$ cat src/rtl/mini_cpu_pkg.sv
// Shared opcode and FSM-state encodings for the mini CPU (control, ALU, top level).
package mini_cpu_pkg;

  typedef enum logic [2:0] {
    OP_LOAD    = 3'b000,
    OP_ADD     = 3'b001,
    OP_ADDI    = 3'b010,
    OP_SUB     = 3'b011,
    OP_SUBI    = 3'b100,
    OP_MUL     = 3'b101,
    OP_CLEAR   = 3'b110,
    OP_DISPLAY = 3'b111
  } opcode_e;

  typedef enum logic [2:0] {
    ST_OFF   = 3'd0,
    ST_IDLE  = 3'd1,
    ST_LATCH = 3'd2,
    ST_READ  = 3'd3,
    ST_EXEC  = 3'd4,
    ST_WRITE = 3'd5,
    ST_CLEAR = 3'd6,
    ST_SHOW  = 3'd7
  } state_e;

  localparam logic [3:0] LAST_ADDR = 4'd15;

endpackage

$ cat src/rtl/module_debounce.sv
// Push-button conditioner: 2-flop synchronizer, optional debounce, rising-edge press pulse.
// Macro CPU_CTRL_DEBOUNCE_EN enables the DEBOUNCE_CYC stable-sample filter.
module module_debounce #(
  parameter int DEBOUNCE_CYC = 16
) (
  input  logic clk,
  input  logic rst,
  input  logic btn_i,
  output logic press_o
);

  logic sync1_q;
  logic sync2_q;
  logic prev_q;
  logic level_s;

  // Synchronizer and edge-history flops
  always_ff @(posedge clk) begin
    if (rst) begin
      sync1_q <= 1'b0;
      sync2_q <= 1'b0;
      prev_q  <= 1'b0;
    end else begin
      sync1_q <= btn_i;
      sync2_q <= sync1_q;
      prev_q  <= level_s;
    end
  end

`ifdef CPU_CTRL_DEBOUNCE_EN
  localparam int CNT_W = (DEBOUNCE_CYC > 1) ? $clog2(DEBOUNCE_CYC) : 1;

  logic             stable_q;
  logic             stable_d;
  logic [CNT_W-1:0] cnt_q;
  logic [CNT_W-1:0] cnt_d;

  // Count consecutive samples that disagree with the accepted level
  always_comb begin
    stable_d = stable_q;
    cnt_d    = '0;
    if (sync2_q != stable_q) begin
      if (cnt_q == CNT_W'(DEBOUNCE_CYC - 1)) begin
        stable_d = sync2_q;
        cnt_d    = '0;
      end else begin
        cnt_d = cnt_q + CNT_W'(1);
      end
    end else begin
      cnt_d = '0;
    end
  end

  // Debounce state
  always_ff @(posedge clk) begin
    if (rst) begin
      stable_q <= 1'b0;
      cnt_q    <= '0;
    end else begin
      stable_q <= stable_d;
      cnt_q    <= cnt_d;
    end
  end

  assign level_s = stable_q;
`else
  // The threshold only matters when debouncing is compiled in.
  logic unused_cfg_s;
  assign unused_cfg_s = ^DEBOUNCE_CYC;
  assign level_s      = sync2_q;
`endif

  assign press_o = level_s & ~prev_q;

endmodule

$ cat src/rtl/module_cpu_control.sv
// Mini CPU sequencer: latches switch instructions, drives RAM/ALU/LCD handshakes.
// Optional debounce on enviar via macro CPU_CTRL_DEBOUNCE_EN (see module_debounce).
module module_cpu_control
  import mini_cpu_pkg::*;
#(
  parameter int DEBOUNCE_CYC = 16
) (
  input  logic        clk,
  input  logic        rst,
  input  logic        ligar,
  input  logic        enviar,
  input  logic [2:0]  opcode,
  input  logic [3:0]  addr1,
  input  logic [3:0]  addr2,
  input  logic [6:0]  addr3OuImm,
  input  logic [15:0] alu_result,
  input  logic        lcd_ack,
  output logic [2:0]  alu_op,
  output logic        alu_sinal,
  output logic [5:0]  alu_imm,
  output logic [3:0]  ram_raddr1,
  output logic [3:0]  ram_raddr2,
  output logic [3:0]  ram_waddr,
  output logic [15:0] ram_wdata,
  output logic        ram_we,
  output logic        lcd_req,
  output logic [2:0]  lcd_code,
  output logic        busy
);

  logic press_s;

  module_debounce #(
    .DEBOUNCE_CYC(DEBOUNCE_CYC)
  ) u_debounce (
    .clk    (clk),
    .rst    (rst),
    .btn_i  (enviar),
    .press_o(press_s)
  );

  state_e      state_q, state_d, next_s;
  logic [2:0]  op_q, op_d;
  logic [3:0]  a1_q, a1_d;
  logic [3:0]  a2_q, a2_d;
  logic [6:0]  a3_q, a3_d;
  logic [3:0]  cnt_q, cnt_d;
  logic [3:0]  raddr1_q, raddr1_d;
  logic [3:0]  raddr2_q, raddr2_d;
  logic [3:0]  waddr_q, waddr_d;
  logic [15:0] wdata_q, wdata_d;
  logic        we_q, we_d;
  logic        req_q, req_d;
  logic [2:0]  code_q, code_d;
  logic        busy_q, busy_d;

  // Next state, instruction capture and sweep counter
  always_comb begin
    next_s = state_q;
    op_d   = op_q;
    a1_d   = a1_q;
    a2_d   = a2_q;
    a3_d   = a3_q;
    cnt_d  = cnt_q;
    case (state_q)
      ST_OFF: begin
        if (ligar) begin
          next_s = ST_CLEAR;
          cnt_d  = 4'd0;
        end else begin
          next_s = ST_OFF;
        end
      end
      ST_IDLE: begin
        if (press_s && ligar) begin
          next_s = ST_LATCH;
          op_d   = opcode;
          a1_d   = addr1;
          a2_d   = addr2;
          a3_d   = addr3OuImm;
        end else begin
          next_s = ST_IDLE;
        end
      end
      ST_LATCH: begin
        if (op_q == OP_CLEAR) begin
          next_s = ST_CLEAR;
          cnt_d  = 4'd0;
        end else begin
          next_s = ST_READ;
        end
      end
      ST_READ:  next_s = ST_EXEC;
      ST_EXEC:  next_s = (op_q == OP_DISPLAY) ? ST_SHOW : ST_WRITE;
      ST_WRITE: next_s = ST_SHOW;
      ST_CLEAR: begin
        if (cnt_q == LAST_ADDR) begin
          next_s = ST_SHOW;
          cnt_d  = 4'd0;
        end else begin
          next_s = ST_CLEAR;
          cnt_d  = cnt_q + 4'd1;
        end
      end
      ST_SHOW:  next_s = lcd_ack ? ST_IDLE : ST_SHOW;
      default:  next_s = ST_OFF;
    endcase
    state_d = ligar ? next_s : ST_OFF;
  end

  // Outputs are a registered function of the state being entered
  always_comb begin
    we_d     = 1'b0;
    req_d    = 1'b0;
    busy_d   = 1'b1;
    raddr1_d = raddr1_q;
    raddr2_d = raddr2_q;
    waddr_d  = waddr_q;
    wdata_d  = wdata_q;
    case (state_d)
      ST_OFF, ST_IDLE: busy_d = 1'b0;
      ST_READ: begin
        raddr1_d = (op_q == OP_DISPLAY) ? a1_q : a2_q;
        raddr2_d = a3_q[6:3];
      end
      ST_WRITE: begin
        we_d    = 1'b1;
        waddr_d = a1_q;
        wdata_d = alu_result;
      end
      ST_CLEAR: begin
        we_d    = 1'b1;
        waddr_d = cnt_d;
        wdata_d = 16'h0000;
      end
      ST_SHOW: req_d = 1'b1;
      default: busy_d = 1'b1;
    endcase
    if (state_d == ST_SHOW) begin
      if (state_q == ST_CLEAR) begin
        code_d = OP_CLEAR;
      end else if (state_q == ST_SHOW) begin
        code_d = code_q;
      end else begin
        code_d = op_q;
      end
    end else begin
      code_d = code_q;
    end
  end

  // FSM and output registers
  always_ff @(posedge clk) begin
    if (rst) begin
      state_q  <= ST_OFF;
      op_q     <= 3'd0;
      a1_q     <= 4'd0;
      a2_q     <= 4'd0;
      a3_q     <= 7'd0;
      cnt_q    <= 4'd0;
      raddr1_q <= 4'd0;
      raddr2_q <= 4'd0;
      waddr_q  <= 4'd0;
      wdata_q  <= 16'h0000;
      we_q     <= 1'b0;
      req_q    <= 1'b0;
      code_q   <= 3'd0;
      busy_q   <= 1'b0;
    end else begin
      state_q  <= state_d;
      op_q     <= op_d;
      a1_q     <= a1_d;
      a2_q     <= a2_d;
      a3_q     <= a3_d;
      cnt_q    <= cnt_d;
      raddr1_q <= raddr1_d;
      raddr2_q <= raddr2_d;
      waddr_q  <= waddr_d;
      wdata_q  <= wdata_d;
      we_q     <= we_d;
      req_q    <= req_d;
      code_q   <= code_d;
      busy_q   <= busy_d;
    end
  end

  assign alu_op     = op_q;
  assign alu_sinal  = a3_q[6];
  assign alu_imm    = a3_q[5:0];
  assign ram_raddr1 = raddr1_q;
  assign ram_raddr2 = raddr2_q;
  assign ram_waddr  = waddr_q;
  assign ram_wdata  = wdata_q;
  assign ram_we     = we_q;
  assign lcd_req    = req_q;
  assign lcd_code   = code_q;
  assign busy       = busy_q;

endmodule

$ cat config.mk
export PLATFORM = sky130hd
export DESIGN_NAME = module_cpu_control
export DESIGN_NICKNAME = d
export VERILOG_FILES = /design/src/rtl/mini_cpu_pkg.sv /design/src/rtl/module_debounce.sv /design/src/rtl/module_cpu_control.sv
export SDC_FILE = /design/constraint.sdc
export NUM_CORES = 1
export LEC_CHECK = 0
export ABC_AREA = 1
export BUFFER_PORTS_ARGS = -buffer_cell sky130_fd_sc_hd__buf_2
export CAP_MARGIN = 20
export CORE_MARGIN = 2
export CORE_UTILIZATION = 51
export DETAILED_ROUTE_END_ITERATION = 7
export PLACE_DENSITY = 0.79
export SYNTH_ARGS = -nofsm -noshare
export SYNTH_HDL_FRONTEND = slang
export SYNTH_SLANG_ARGS = --single-unit
export TNS_END_PERCENT = 50
$ cat constraint.sdc
create_clock -name clk -period 1.91 [get_ports clk]
set_input_delay 0.191 -clock clk [delete_from_list [all_inputs] [get_ports clk]]
set_output_delay 0.191 -clock clk [all_outputs]
set_load 0.005 [all_outputs]
==> reports/results.tsv <==
stage	metric	value	unit
place	routability congestion estimate	0.938	
layout	# fillers	472	
layout	area growth from synthesis to layout	26.3	%
layout	most common cell after layout, fill and taps aside	sky130_fd_sc_hd__buf_2	
global_route	via count of the first global-routing pass	2432	
synthesis	number of warning messages in the yosys log	0	
critical_path	critical setup path kind	reg -> reg	
critical_path	Critical R2R Capture	ram_waddr[2]	
global_route	wire length of the first global-routing pass	10.9	mm
critical_path	launch point of the worst reg-to-reg path	state_q[2]	
power_and_ir_drop	combinational cell fraction of total power	0.132	
timing	Worst Hold Slack	0.0438	ns
clock_network	Clock Pin Slew Worst Setup and Hold Paths	0.07	ns
detailed_routing	first-pass iteration count of the detailed router	4	
critical_path	sort of element at the start of the critical path	flop	
worst_hold_path	hold path startpoint	enviar	
timing	transition at the pin with the smallest max-transition slack	0.421	ns
synthesis	share of flip-flops with an asynchronous set or reset after synthesis	0	
die	row count	26	
synthesis	portion of synthesized cell area occupied by the leading cell type	0.443	
clock_network	count of hold buffers inserted by post-cts repair	0	
detailed_routing	Wirelength per Cell	13.0	um
synthesis	post-synthesis net count	404	
synthesis	number of instances in the synthesized netlist	364	
layout	fraction of final layout cells with drive strength greater than 1	0.337	
detailed_routing	final routed wirelength across all metal layers	6.85	mm
critical_path	reg-to-reg slack, setup	0.12	ns
synthesis	combined area of all synthesized cells	2800	um2
detailed_routing	vias post-DR	2717	
synthesis	most instantiated flip-flop cell in the synthesis netlist	sky130_fd_sc_hd__dfxtp_1	
worst_hold_path	number of instances on the worst hold path	3	
timing	post-route clock skew	0.0107	ns
global_route	fraction of met2 tracks used by global routing	0.363	
power_and_ir_drop	Peak supply drop	0.000577	V
global_route	total grt overflow	0	
synthesis	post-synthesis sequential area ratio	0.443	
synthesis	Synth area leaders	sky130_fd_sc_hd__dfxtp_1 44%, sky130_fd_sc_hd__nand2_1 8.3%, sky130_fd_sc_hd__nor2_1 7.1%	
flow_run	number of maximum-capacitance constraint violations	0	
layout	Final nets	492	
synthesis	number of different library cells in the post-synthesis netlist	32	
place	count of buffers from port buffering	82	
detailed_routing	1st-iter DRT viols	146	
place	total half-perimeter wirelength after legalization and detailed placement	4.75	mm
die	area of the die	6100	um2
run_status	outcome	completed	
layout	flip-flop and latch area	1250	um2
place	worst setup slack before clock tree synthesis	0.0228	ns
clock_network	clock root buffer	sky130_fd_sc_hd__clkbuf_8	
global_route	Global Route Usage Sum	0.227	
critical_path	Register-to-Register Path Depth	11	
timing	Fin. Hold Viols	0	
clock_network	clock tree from TritonCTS	built	
synthesis	number of enable-type register cells in the synthesized netlist	0	
global_route	busiest grt layer	met2	
power_and_ir_drop	net switching power	0.000749	W
timing	total count of max-transition violations in the final report	0	
synthesis	post-synthesis area per instance	7.69	um2
global_route	pin count of the biggest net entering global routing	33	
power_and_ir_drop	internal power component	0.00220	W
global_route	antenna violations before repair	0	
worst_hold_path	endpoint with the worst hold slack	u_debounce.sync1_q	
critical_path	element type at the critical path end	flop	
detailed_routing	average via count per standard cell	5.16	
die	starting density of the core	0.538	
power_and_ir_drop	leakage power	1.62	nW
layout	footprint of the multi-input gates	1360	um2
timing	final critical delay including setup and external delays	1.79	ns
detailed_routing	number of remaining DRC errors	0	
die	Std-Cell Core Area	5200	um2
place	number of placed instances with taps included	505	
detailed_routing	final antenna-violating net count	0	
clock_network	H-tree level count	3	
clock_network	clock sink count	62	
power_and_ir_drop	clock network fraction of total power	0.408	
power_and_ir_drop	Net Sw Frac	0.254	
timing	slack of the critical path	0.119	ns
layout	Post-Layout Cell Count	527	
timing	final setup violation count	0	
global_route	met1 layer usage reported by global route	0.288	
power_and_ir_drop	power density over cell area	834	nW/um2
clock_network	CTS Buf Count	9	
layout	count of antenna diodes in the layout	0	
critical_path	arrival time reported for the critical path endpoint	2.03	ns
clock_network	Longest Clk Path Bufs	2	
die	chip width	78.1	um
global_route	met3 track demand over resource in global routing	0.0471	
power_and_ir_drop	Flop pwr share	0.461	
synthesis	post-synthesis register bit count	62	
timing	Slew headroom	0.718	
synthesis	Synth area leader	sky130_fd_sc_hd__dfxtp_1	
die	Boundary Pins	83	
clock_network	source-to-sink clock delay at the later pin of the worst-skew pair	0.35	ns
worst_hold_path	hold crit path type	in -> reg	
timing	post-route clock period utilization	0.937	
critical_path	critical path fanouts, max	21	
critical_path	required arrival time at the worst endpoint	2.15	ns
layout	leading cell types in the layout, fill and taps excluded	82 x sky130_fd_sc_hd__buf_2, 62 x sky130_fd_sc_hd__nand2_1, 58 x sky130_fd_sc_hd__dfxtp_1, 53 x sky130_fd_sc_hd__nor2_1	
timing	highest clock rate	558	MHz
die	height of the die	78.1	um
==> layout make-up <==
type,instances,share of cell area
tap,70,0.0248
clock buffer,14,0.0488
timing repair buffer,94,0.143
timing repair inverter,1,0.00212
inverter,29,0.0325
sequential,62,0.353
multi-input combinational,255,0.385
clock inverter,2,0.0110
==> repair_timing <==
item                       in CTS  in global routing
hold endpoints to repair        0                  0
gates resized for setup         0                 12
setup endpoints to repair       0                 40
buffers inserted                0                  5
==> cell usage after synthesis (4+ instances only) <==
cell type and count:
sky130_fd_sc_hd__nand3_1 32, sky130_fd_sc_hd__nor2_2 5, sky130_fd_sc_hd__a21oi_1 32, sky130_fd_sc_hd__nand2_2 4
sky130_fd_sc_hd__inv_1 20, sky130_fd_sc_hd__buf_6 4, sky130_fd_sc_hd__nand4_1 12, sky130_fd_sc_hd__o21ai_0 22
sky130_fd_sc_hd__nand2_1 62, sky130_fd_sc_hd__buf_2 4, sky130_fd_sc_hd__nor2_1 53, sky130_fd_sc_hd__dfxtp_1 62
sky130_fd_sc_hd__clkbuf_1 9, sky130_fd_sc_hd__nand3_2 9, sky130_fd_sc_hd__inv_2 5, sky130_fd_sc_hd__nand3b_1 6
==> stage by stage <==
| stage | total power, W | utilization | instance area, um2 | setup TNS (ns) |
|---|---|---|---|---|
| 6_report | 0.00295 | 0.680 | 3540 | 0 |
| 5_1_grt | 0.00306 | 0.680 | 3540 | -0.0143 |
| 4_1_cts | 0.00293 | 0.664 | 3460 | 0 |
| 3_5_place_dp | 0.00174 | 0.623 | 3240 | 0 |
| 3_3_place_gp | 0.00174 | 0.623 | 3240 | 0 |
| 2_1_floorplan | 0.00164 | - | 2800 | 0 |
==> flip-flops by register name, summed over array words and instances (netlist names) <==
register and count:
u_debounce.sync1_q 1, ram_we 1, cnt_q 4, alu_op 3, a2_q 4, a3_q 7
lcd_code 3, ram_wdata 16, a1_q 4, busy 1, u_debounce.prev_q 1, ram_waddr 4
ram_raddr2 4, ram_raddr1 4, state_q 3, lcd_req 1, u_debounce.level_s 1
==> kinds of logic (layout without fill, tap and decap cells) <==
kind of cell / count (synthesis) / in the layout / synth area share
compound gates: 56 / 56 / 0.101
simple gates: 198 / 198 / 0.373
flops: 62 / 62 / 0.443
buf+inv: 47 / 140 / 0.0777
fa+ha+maj: 1 / 1 / 0.00447
==> worst max-delay path by stage <==
stage / slack, ns / from / cells past startpoint / to
after CTS: 0.01 / state_q[2] / 11 / ram_wdata[14]
after detailed placement: 0.02 / state_q[2] / 11 / ram_wdata[14]
after global routing: -0.006 / cnt_q[1] / 12 / ram_waddr[2]
after floorplan: 0.34 / cnt_q[1] / 11 / ram_wdata[12]
after global placement: 0.11 / cnt_q[1] / 10 / ram_wdata[15]
final: 0.12 / state_q[2] / 11 / ram_waddr[2]
==> layer usage <==
layer | part of all wire | wire, um
met1 | 0.43 | 2950
met2 | 0.47 | 3250
met3 | 0.074 | 505
met4 | 0.023 | 155
met5 | 0 | 0
==> power by group through the flow <==
| stage | logic [W] | clock network (W) | registers [W] |
|---|---|---|---|
| 2_1_floorplan | 0.000251 | 0 | 0.00138 |
| 5_1_grt | 0.000427 | 0.00127 | 0.00136 |
| 4_1_cts | 0.000360 | 0.00122 | 0.00136 |
| 3_3_place_gp | 0.000352 | 0 | 0.00138 |
| 3_5_place_dp | 0.000358 | 0 | 0.00139 |
| 6_report | 0.000389 | 0.00120 | 0.00136 |
==> critical path, stage by stage (launching register included) <==
cell and delay [ns]:
sky130_fd_sc_hd__dfxtp_2 0.45, sky130_fd_sc_hd__inv_2 0.08, sky130_fd_sc_hd__nand3_1 0.14, sky130_fd_sc_hd__nor2_2 0.06
sky130_fd_sc_hd__nor2_2 0.12, sky130_fd_sc_hd__nand3_4 0.15, sky130_fd_sc_hd__nand2_4 0.20, sky130_fd_sc_hd__nand2_8 0.15
sky130_fd_sc_hd__nand2_1 0.11, sky130_fd_sc_hd__inv_2 0.05, sky130_fd_sc_hd__nor2_1 0.10, sky130_fd_sc_hd__nor2_1 0.05
Power figures use the tool's default switching activity.
